<file path="config.mk">
export PLATFORM = sky130hd
export DESIGN_NAME = logit_argmax
export DESIGN_NICKNAME = d
export VERILOG_FILES = /design/src/rtl/inference_pkg.sv /design/src/rtl/fp32_greater.sv /design/src/rtl/logit_argmax.sv
export SDC_FILE = /design/constraint.sdc
export NUM_CORES = 1
export LEC_CHECK = 0
export CAP_MARGIN = 20
export CORE_ASPECT_RATIO = 0.6
export CORE_UTILIZATION = 45
export CTS_CLUSTER_DIAMETER = 50
export DETAILED_ROUTE_END_ITERATION = 12
export DONT_BUFFER_PORTS = 1
export PLACE_DENSITY_LB_ADDON = 0.08
export SLEW_MARGIN = 30
export SYNTH_ARGS = -nofsm -noshare
export SYNTH_HDL_FRONTEND = slang
export SYNTH_SLANG_ARGS = --single-unit
</file>
<file path="constraint.sdc">
create_clock -name clk -period 3.8 [get_ports clk]
set_input_delay 0.57 -clock clk [delete_from_list [all_inputs] [get_ports clk]]
set_output_delay 0.57 -clock clk [all_outputs]
set_load 0.05 [all_outputs]
</file>
<file path="src/rtl/inference_pkg.sv">
// Shared types and defaults for the token-selection datapath.
package inference_pkg;

    localparam int DEF_VOCAB_SIZE = 65;
    localparam int DEF_TOKEN_W    = 7;

    // IEEE-754 single precision, field view.
    typedef struct packed {
        logic        sign;
        logic [7:0]  exponent;
        logic [22:0] mantissa;
    } fp32_t;

    // Both quiet and signalling NaNs: all-ones exponent with a non-zero mantissa.
    function automatic logic fp32_is_nan(input fp32_t v);
        return (v.exponent == 8'hFF) && (v.mantissa != '0);
    endfunction

    // True for both +0 and -0.
    function automatic logic fp32_is_zero(input fp32_t v);
        return (v.exponent == 8'h00) && (v.mantissa == '0);
    endfunction

endpackage

</file>
<file path="src/rtl/fp32_greater.sv">
// Combinational strict a > b on fp32 values.
// NaN never wins against a number, and any number beats a NaN. This lets a NaN
// sitting in the best register be displaced by the first real value.
// The two zeros compare equal. Infinities and denormals fall out of the
// sign-magnitude ordering with no special handling.
module fp32_greater
    import inference_pkg::*;
(
    input  fp32_t a,
    input  fp32_t b,
    output logic  a_gt_b
);

    logic        a_nan;
    logic        b_nan;
    logic        both_zero;
    logic [30:0] a_mag;
    logic [30:0] b_mag;

    assign a_nan     = fp32_is_nan(a);
    assign b_nan     = fp32_is_nan(b);
    assign both_zero = fp32_is_zero(a) && fp32_is_zero(b);
    assign a_mag     = {a.exponent, a.mantissa};
    assign b_mag     = {b.exponent, b.mantissa};

    // Sign-magnitude ordering with the NaN and signed-zero cases decided first.
    always_comb begin
        a_gt_b = 1'b0;
        if (a_nan) begin
            a_gt_b = 1'b0;
        end else if (b_nan) begin
            a_gt_b = 1'b1;
        end else if (both_zero) begin
            a_gt_b = 1'b0;
        end else if (a.sign != b.sign) begin
            a_gt_b = b.sign;
        end else if (!a.sign) begin
            a_gt_b = (a_mag > b_mag);
        end else begin
            a_gt_b = (a_mag < b_mag);
        end
    end

endmodule

</file>
<file path="src/rtl/logit_argmax.sv">
// Streaming argmax over one frame of fp32 logits.
// The block scans one logit per cycle. It then holds the winning index and
// value until the consumer takes them.
//
// state | meaning
// ------+-----------------------------------------------------------------
// SCAN  | accepting logits (tready=1 once out of reset), tracking the best
// HOLD  | result presented (m_token_valid=1, tready=0) until m_token_ready
module logit_argmax
    import inference_pkg::*;
#(
    parameter int VOCAB_SIZE = DEF_VOCAB_SIZE,
    parameter int TOKEN_W    = DEF_TOKEN_W
) (
    input  logic               clk,
    input  logic               rst_n,

    input  logic               s_axis_logit_tvalid,
    output logic               s_axis_logit_tready,
    input  logic [31:0]        s_axis_logit_tdata,
    input  logic               s_axis_logit_tlast,

    output logic [TOKEN_W-1:0] m_token,
    output logic [31:0]        m_max_logit,
    output logic               m_token_valid,
    input  logic               m_token_ready,

    output logic               len_err
);

    localparam logic [0:0] ST_SCAN = 1'b0;
    localparam logic [0:0] ST_HOLD = 1'b1;

    localparam logic [TOKEN_W-1:0] LAST_IDX = TOKEN_W'(VOCAB_SIZE - 1);

    logic [0:0]         state;
    logic [0:0]         state_next;
    logic               tready_r;

    logic [TOKEN_W-1:0] idx;
    fp32_t              best_val;
    logic [TOKEN_W-1:0] best_idx;

    fp32_t              beat;
    logic               accept;
    logic               at_last_idx;
    logic               frame_end;
    logic               beat_gt_best;
    logic               take_beat;
    fp32_t              best_val_next;
    logic [TOKEN_W-1:0] best_idx_next;

    assign beat                = fp32_t'(s_axis_logit_tdata);
    assign s_axis_logit_tready = tready_r;

    // Ready comes from a flop, so it never depends combinationally on m_token_ready.
    assign accept      = s_axis_logit_tvalid && tready_r && (state == ST_SCAN);
    assign at_last_idx = (idx == LAST_IDX);
    assign frame_end   = accept && (s_axis_logit_tlast || at_last_idx);

    fp32_greater u_cmp (
        .a      (beat),
        .b      (best_val),
        .a_gt_b (beat_gt_best)
    );

    // Strictly-greater replacement keeps the lowest index on ties.
    // The first beat always loads, whatever its value.
    assign take_beat     = (idx == '0) || beat_gt_best;
    assign best_val_next = take_beat ? beat : best_val;
    assign best_idx_next = take_beat ? idx  : best_idx;

    // Next-state decode for the SCAN/HOLD sequencer.
    always_comb begin
        state_next = state;
        case (state)
            ST_SCAN: if (frame_end)     state_next = ST_HOLD;
            ST_HOLD: if (m_token_ready) state_next = ST_SCAN;
            default:                    state_next = ST_SCAN;
        endcase
    end

    // State register. Ready is registered from the next state so it rises the
    // cycle after a handshake and stays low during reset.
    always_ff @(posedge clk or negedge rst_n) begin
        if (!rst_n) begin
            state    <= ST_SCAN;
            tready_r <= 1'b0;
        end else begin
            state    <= state_next;
            tready_r <= (state_next == ST_SCAN);
        end
    end

    // Running index and best-so-far tracking over the accepted beats.
    always_ff @(posedge clk or negedge rst_n) begin
        if (!rst_n) begin
            idx      <= '0;
            best_val <= '0;
            best_idx <= '0;
        end else if (accept) begin
            best_val <= best_val_next;
            best_idx <= best_idx_next;
            if (frame_end) begin
                idx <= '0;
            end else begin
                idx <= idx + TOKEN_W'(1);
            end
        end
    end

    // Result registers. They load on the final beat and hold through HOLD.
    // len_err flags disagreement between tlast and the expected frame length.
    always_ff @(posedge clk or negedge rst_n) begin
        if (!rst_n) begin
            m_token       <= '0;
            m_max_logit   <= '0;
            m_token_valid <= 1'b0;
            len_err       <= 1'b0;
        end else begin
            len_err <= 1'b0;
            if (frame_end) begin
                m_token       <= best_idx_next;
                m_max_logit   <= best_val_next;
                m_token_valid <= 1'b1;
                len_err       <= s_axis_logit_tlast ^ at_last_idx;
            end else if ((state == ST_HOLD) && m_token_ready) begin
                m_token_valid <= 1'b0;
            end
        end
    end

endmodule

</file>
==> summary.md, run 1 <==
| Metric | Value |
|---|---|
| Layout Utilization | 0.503 |
| Worst IR Drop VDD | 0.000429 V |
| Clk_lat worst skew | 350 ps |
| Fin crit period | 3160 ps |
| Ant diodes | 0 |
| Largest net degree at the start of global routing | 90 |
| Pre-CTS WS | 548 ps |
| Worst EP required | 4030 ps |
| Max Buffers Root-to-Sink | 2 |
| Die Y | 83.2 um |
| Combinational fraction of design power | 0.343 |
| Final ANT Viol Nets | 0 |
| Asr flop ratio synth | 1.00 |
| Core ar. | 10600 um2 |
| Hold Crit Class | input pin to asynchronous set/reset pin |
| Hold_ws | 142 ps |
| Top_reg_cell synth | dfrtp_1 |
| Worst EP arrival | 3390 ps |
| GRT Total Usage | 0.248 |
| Max stage delay on crit path | 580 ps |
| Setup TNS | 0 ps |
| Number of global-route vias before repair | 3963 |
| Register area | 2230 um2 |
| Final setup skew | 7.56 ps |
| Design area | 5350 um2 |
| Pwr Density | 928 nW/um2 |
| Sequential cell area fraction in the yosys report | 0.451 |
| CTS resizes | 0 |
| Netlist cell types | 35 |
| Final hold vios | 0 |
| Synth area leaders | dfrtp_1, ha_1, mux2_4 |
| Cells after DPL | 636 |
| Max Cap Viol | 0 |
| Yosys reg bits | 89 |
| CTS Root Cell | clkbuf_16 |
| Via density per instance | 6.02 |
| Yosys top cell area share | 0.451 |
| Commonest non-fill, non-tap cell in the layout | dfrtp_1 |
| Clk pin slew, worst setup/hold paths | 60 ps |
| Drt pass-1 iters | 5 |
| Tcrit/Tclk final | 0.831 |
| Vias | 3913 |
| Final setup fails | 0 |
| Number of synthesized flops with an enable pin | 0 |
| Final WS setup | 642 ps |
| Slew Limit Headroom | 0.443 |
| Clk pwr share | 0.163 |
| R2r worst-path depth | 10 |
| Avg Cell Area, Syn | 9.56 um2 |
| Initial DRC Count | 279 |
| CTS Buf Count | 9 |
| First-pass GRT wire length | 21600 um |
| Remaining Overflow, GRT | 0 |
| Worst-margin pin slew | 836 ps |
| Layout Nets | 580 |
| Die area | 11400 um2 |
| Max Fclk | 0.317 GHz |
| Multi-input gate area | 2440 um2 |
| Status | finished clean |
| Layout cells sized above 1 | 0.133 |
| CTS tree | built |
| H-tree levels | 3 |
| Placed Area | 5060 um2 |
| Starting Density | 0.465 |
| Synthesized Nets | 588 |
| DPL Wire Length | 8850 um |
| Hold-fix buffers, CTS | 1 |
| Syn-to-layout area delta | 8.23% |
| Pwr Total | 4.96 mW |
| Number of standard cells in the final layout excluding fillers | 650 |
| Wirelength per Cell | 19.8 um |
| YS warnings | 0 |
| Critical Path, Cell by Cell | inv_1, ha_1, nand4_1, or4_1, a31oi_1, o211ai_1, and3_1, a21oi_4, buf_4, mux2_2 |
| P_int | 2.50 mW |
| Most frequent cells in the layout | dfrtp_1, a21oi_1, o21ai_0 |
| Startpoint Class | flip-flop |
| RSZ-0062 raised after global routing | false |
| Max Fanout on Critical Path | 25 |
| Switch Pwr | 2.46 mW |
| Critical Path Sink Type | flip-flop |
| Synth area leader | dfrtp_1 |
| # port buffers | 0 |
| Flop pwr share | 0.494 |
| # clock sinks | 89 |
| I/O pin count | 79 |
| Cells after synthesis | 517 |
| Post-CTS setup buffers | 0 |
| Initial antenna violation count | 0 |
| Setup Crit Path Kind | flip-flop to flip-flop |
| Crit-path slowest cell | or4_1 |
| Synth Cell Area | 4940 um2 |
| Drt drc | 0 |
| Slew Viols, Final | 0 |
| WL final | 12900 um |
| Switching Share | 0.496 |
| Fill count | 1003 |
| Rows | 29 |
| Gpl congestion | 0.844 |
| Die W | 137 um |
| Leak | 2.35 nW |
flip-flops by register name, summed over array words and instances, names as in the netlist:
name and count:
m_max_logit 32, idx 7, m_token 7, best_idx 7, best_val 32, s_axis_logit_tready 1
state 1, m_token_valid 1, len_err 1
area by class of cell:
cell class,count,share of cell area
inverter,38,0.0267
multi-input combinational,359,0.456
clock inverter,3,0.00374
sequential,89,0.416
tap,139,0.0325
clock buffer,10,0.0447
timing repair buffer,12,0.0206
routing by layer:
metal	vias up	routed length, um	track usage
met5	-	0	0
met4	0	133	0.0579
met3	10	905	0.0726
met2	116	5060	0.327
met1	1942	6780	0.390
li1	1845	-	-
cells in the mapped netlist (2+ instances only):
| master | instances |
|---|---|
| a21o_1 | 2 |
| a21oi_1 | 54 |
| a221oi_1 | 2 |
| a31oi_1 | 39 |
| and3_1 | 2 |
| buf_2 | 5 |
| buf_6 | 3 |
| clkbuf_1 | 22 |
| dfrtp_1 | 89 |
| ha_1 | 34 |
| inv_1 | 38 |
| mux2_2 | 18 |
| mux2_4 | 20 |
| nand2_1 | 32 |
| nand2b_1 | 4 |
| nand3_1 | 10 |
| nand3b_1 | 2 |
| nand4_1 | 12 |
| nor2_1 | 43 |
| nor3_1 | 4 |
| nor4_1 | 15 |
| o21ai_0 | 49 |
| o31ai_1 | 4 |
| or2_2 | 2 |
| or4_1 | 2 |
worst max-delay path, delay by kind of cell, from the launching register on:
family	cells	cell delay, ps
AO/OA/AOI/OAI	3	500
AND/OR/NAND/NOR	3	940
flip-flops	1	420
adder cells (fa/ha/maj)	1	320
buffers and inverters	2	470
multiplexers	1	380
path summary, 6_finish.rpt:
| check | end | slack, ps | startpoint |
|---|---|---|---|
| setup / recovery | best_val[4] | 640 | best_val[25] |
| hold / removal | len_err | 140 | rst_n |
| setup reg to reg | best_val[4] | 640 | best_val[25] |
| hold reg to reg | best_idx[2] | 510 | best_idx[2] |
| max in group asynchronous | m_max_logit[20] | 3310 | rst_n |
| min in group clk | best_val[9] | 370 | s_axis_logit_tdata[9] |
logic make-up after synthesis:
group / Yosys count / share of synthesized area
AOI/OAI and AO/OA: 153 / 0.172
and+or+nand+nor: 134 / 0.131
buffers and inverters: 69 / 0.0590
muxes: 38 / 0.102
adders and majority gates: 34 / 0.0861
DFF: 89 / 0.451
power groups by stage:
stage               Combinational [mW]  Clock, mW  Sequential (mW)
global placement                  1.61          0             2.46
CTS                               1.70      0.836             2.45
detailed placement                1.67          0             2.47
floorplan                         1.31          0             2.33
finish                            1.70      0.811             2.45
global route                      1.92      0.880             2.52
(Power assumes the default switching activity.)
==> inputs of run 2 (changes only) <==
==> constraint.sdc (replaced) <==
create_clock -name clk -period 2.9 [get_ports clk]
set_input_delay 0.435 -clock clk [delete_from_list [all_inputs] [get_ports clk]]
set_output_delay 0.435 -clock clk [all_outputs]
set_load 0.05 [all_outputs]
==> run 2 against run 1 <==
  * The flow now finishes with violations (negative setup slack)
  * First-iteration DRC count decreased by 18%
  * Critical path type unchanged
  * Clock skew decreased by 1.2 ps
  * Count of clock-buffer cells in the layout increased by 2
  * Sequential power increased by 27%
  * Clock power increased by 42%
  * Via count increased by 3.9%
  * Fmax increased by 8.4%
  * Utilization increased by 3.7 points
  * Global-route usage increased by 0.22 points
  * Register-to-register slack got worse by 650 ps
  * Sequential share of layout area decreased by 2.8 points
  * Die area unchanged
==> summary.md, run 2 (synthesis gave the netlist of run 1 again) <==
| Metric | Value |
|---|---|
| Status | complete, but fails checks |
| # clock sinks | 89 (unchanged) |
| Gpl congestion | 0.863 (+2.3%) |
| Fin crit period | 2910 ps (-246 ps) |
| Commonest non-fill, non-tap cell in the layout | dfrtp_1 |
| Max Cap Viol | 0 (unchanged) |
| Max Fclk | 0.343 GHz (+8.4%) |
| Tcrit/Tclk final | 1.00 (+0.173) |
| Pwr Density | 1220 nW/um2 (+32%) |
| Slew Limit Headroom | 0.626 (+0.183) |
| DPL Wire Length | 9240 um (+4.4%) |
| Wirelength per Cell | 19.9 um (+0.28%) |
| CTS Root Cell | clkbuf_16 |
| Most frequent cells in the layout | dfrtp_1, a21oi_1, o21ai_0 |
| H-tree levels | 3 (unchanged) |
| Worst-margin pin slew | 562 ps (-274 ps) |
| Starting Density | 0.465 (unchanged) |
| RSZ-0062 raised after global routing | true |
| GRT Total Usage | 0.250 (+0.00218) |
| Clk pin slew, worst setup/hold paths | 60 ps (about the same) |
| First-pass GRT wire length | 21800 um (+0.93%) |
| Final WS setup | -12.2 ps (-654 ps) |
| Syn-to-layout area delta | 16.1% |
| Remaining Overflow, GRT | 0 (unchanged) |
| Clk_lat worst skew | 340 ps (about the same) |
| CTS tree | built |
| Top Registers | best_val (32), m_max_logit (32) |
| I/O pin count | 79 (unchanged) |
| Startpoint Class | flip-flop |
| Critical Path Sink Type | flip-flop |
| Critical Path, Cell by Cell | inv_1, ha_1, nand4_1, or4_4, nand3b_1, o311a_1, o211ai_1, and3_4, a21oi_4, buf_6, clkbuf_16, mux2_4 |
| Die area | 11400 um2 (unchanged) |
| Largest net degree at the start of global routing | 90 (unchanged) |
| Setup Crit Path Kind | flip-flop to flip-flop |
| Max Buffers Root-to-Sink | 2 (unchanged) |
| Final setup fails | 8 (+8) |
| Final hold vios | 0 (unchanged) |
| WL final | 13600 um (+5.5%) |
| Final ANT Viol Nets | 0 (unchanged) |
| Number of global-route vias before repair | 3947 (-0.40%) |
| Leak | 2.54 nW (+7.8%) |
| Failing checks | negative setup slack |
| Max Fanout on Critical Path | 8 (-68%) |
| Layout Nets | 612 (+5.5%) |
| Max stage delay on crit path | 560 ps (-20 ps) |
| Worst IR Drop VDD | 0.000662 V (+54%) |
| Worst EP arrival | 3140 ps (-250 ps) |
| Fill count | 956 (-4.7%) |
| Crit-path slowest cell | or4_4 |
| Hold Crit Class | input pin to asynchronous set/reset pin |
| Drt pass-1 iters | 5 (unchanged) |
| Initial antenna violation count | 0 (unchanged) |
| Setup TNS | -71.8 ps (-71.8 ps) |
| Via density per instance | 5.94 (-1.3%) |
| CTS Buf Count | 9 (unchanged) |
| Core ar. | 10600 um2 (unchanged) |
| Layout cells sized above 1 | 0.198 (+0.0651) |
| Die W | 137 um (unchanged) |
| Worst EP required | 3130 ps (-900 ps) |
| Pre-CTS WS | -6.85 ps (-555 ps) |
| # port buffers | 0 (unchanged) |
| Vias | 4065 (+3.9%) |
| Slew Viols, Final | 0 (unchanged) |
| Final setup skew | 6.37 ps (-1.18 ps) |
| Initial DRC Count | 228 (-18%) |
| Drt drc | 0 (unchanged) |
| Rows | 29 (unchanged) |
| Die Y | 83.2 um (unchanged) |
| Ant diodes | 0 (unchanged) |
run 2: critical path, delay by kind of cell, from the launching register on:
kind / cells / cell delay (ps)
mux: 1 / 290
flops: 1 / 380
buf+inv: 3 / 380
compound gates: 3 / 330
fa+ha+maj: 1 / 300
simple gates: 4 / 1110
run 2: repair_timing:
action                     4_1_cts  5_1_grt
hold buffers                     1        0
setup buffers                    0       13
hold endpoints to repair        89        0
gates resized for setup          0       17
setup endpoints to repair        0       77
run 2: path summary, 6_finish.rpt:
kind,start,endpoint,slack [ps],cells past startpoint
worst max-delay path,best_val[17],best_val[13],-10,12
min in group clk,s_axis_logit_tdata[23],best_val[23],240,1
max in group asynchronous,rst_n,best_val[15],2530,1
worst min-delay path,rst_n,m_token[0],6,1
worst max register to register,best_val[17],best_val[13],-10,12
worst min register to register,best_idx[5],best_idx[5],510,1
run 2: layout make-up:
cell class | instances | area, um2 | area share
Tap cell | 139 | 174 | 0.0303
Clock inverter | 3 | 42.5 | 0.00741
Clock buffer | 12 | 236 | 0.0412
Sequential cell | 89 | 2230 | 0.388
Timing Repair Buffer | 44 | 403 | 0.0702
Multi-Input combinational cell | 359 | 2510 | 0.438
Inverter | 38 | 143 | 0.0248
run 2: where the power goes:
part / total, mW / internal [mW] / leakage [nW] / switching (mW)
Clock: 1.15 / 0.663 / 0.133 / 0.484
Combinational: 2.76 / 1.26 / 1.36 / 1.50
Sequential: 3.12 / 1.75 / 1.05 / 1.37
run 2: metal layers:
metal	global-route usage	share of wire	vias up
met5	0	0	-
met4	0.0519	0.0093	0
met3	0.0665	0.071	14
met2	0.333	0.40	120
met1	0.398	0.52	2014
li1	-	-	1917
run 2: stage by stage:
step,hold slack (ps),utilization,power (mW),std cells,cell area (um2)
after floorplan,139,-,4.78,517,4940
after global placement,142,0.492,5.53,656,5230
after detailed placement,142,0.492,5.61,656,5230
after CTS,34.7,0.520,6.81,672,5530
after global routing,32.8,0.540,7.48,684,5740
final,6.45,0.540,7.02,684,5740
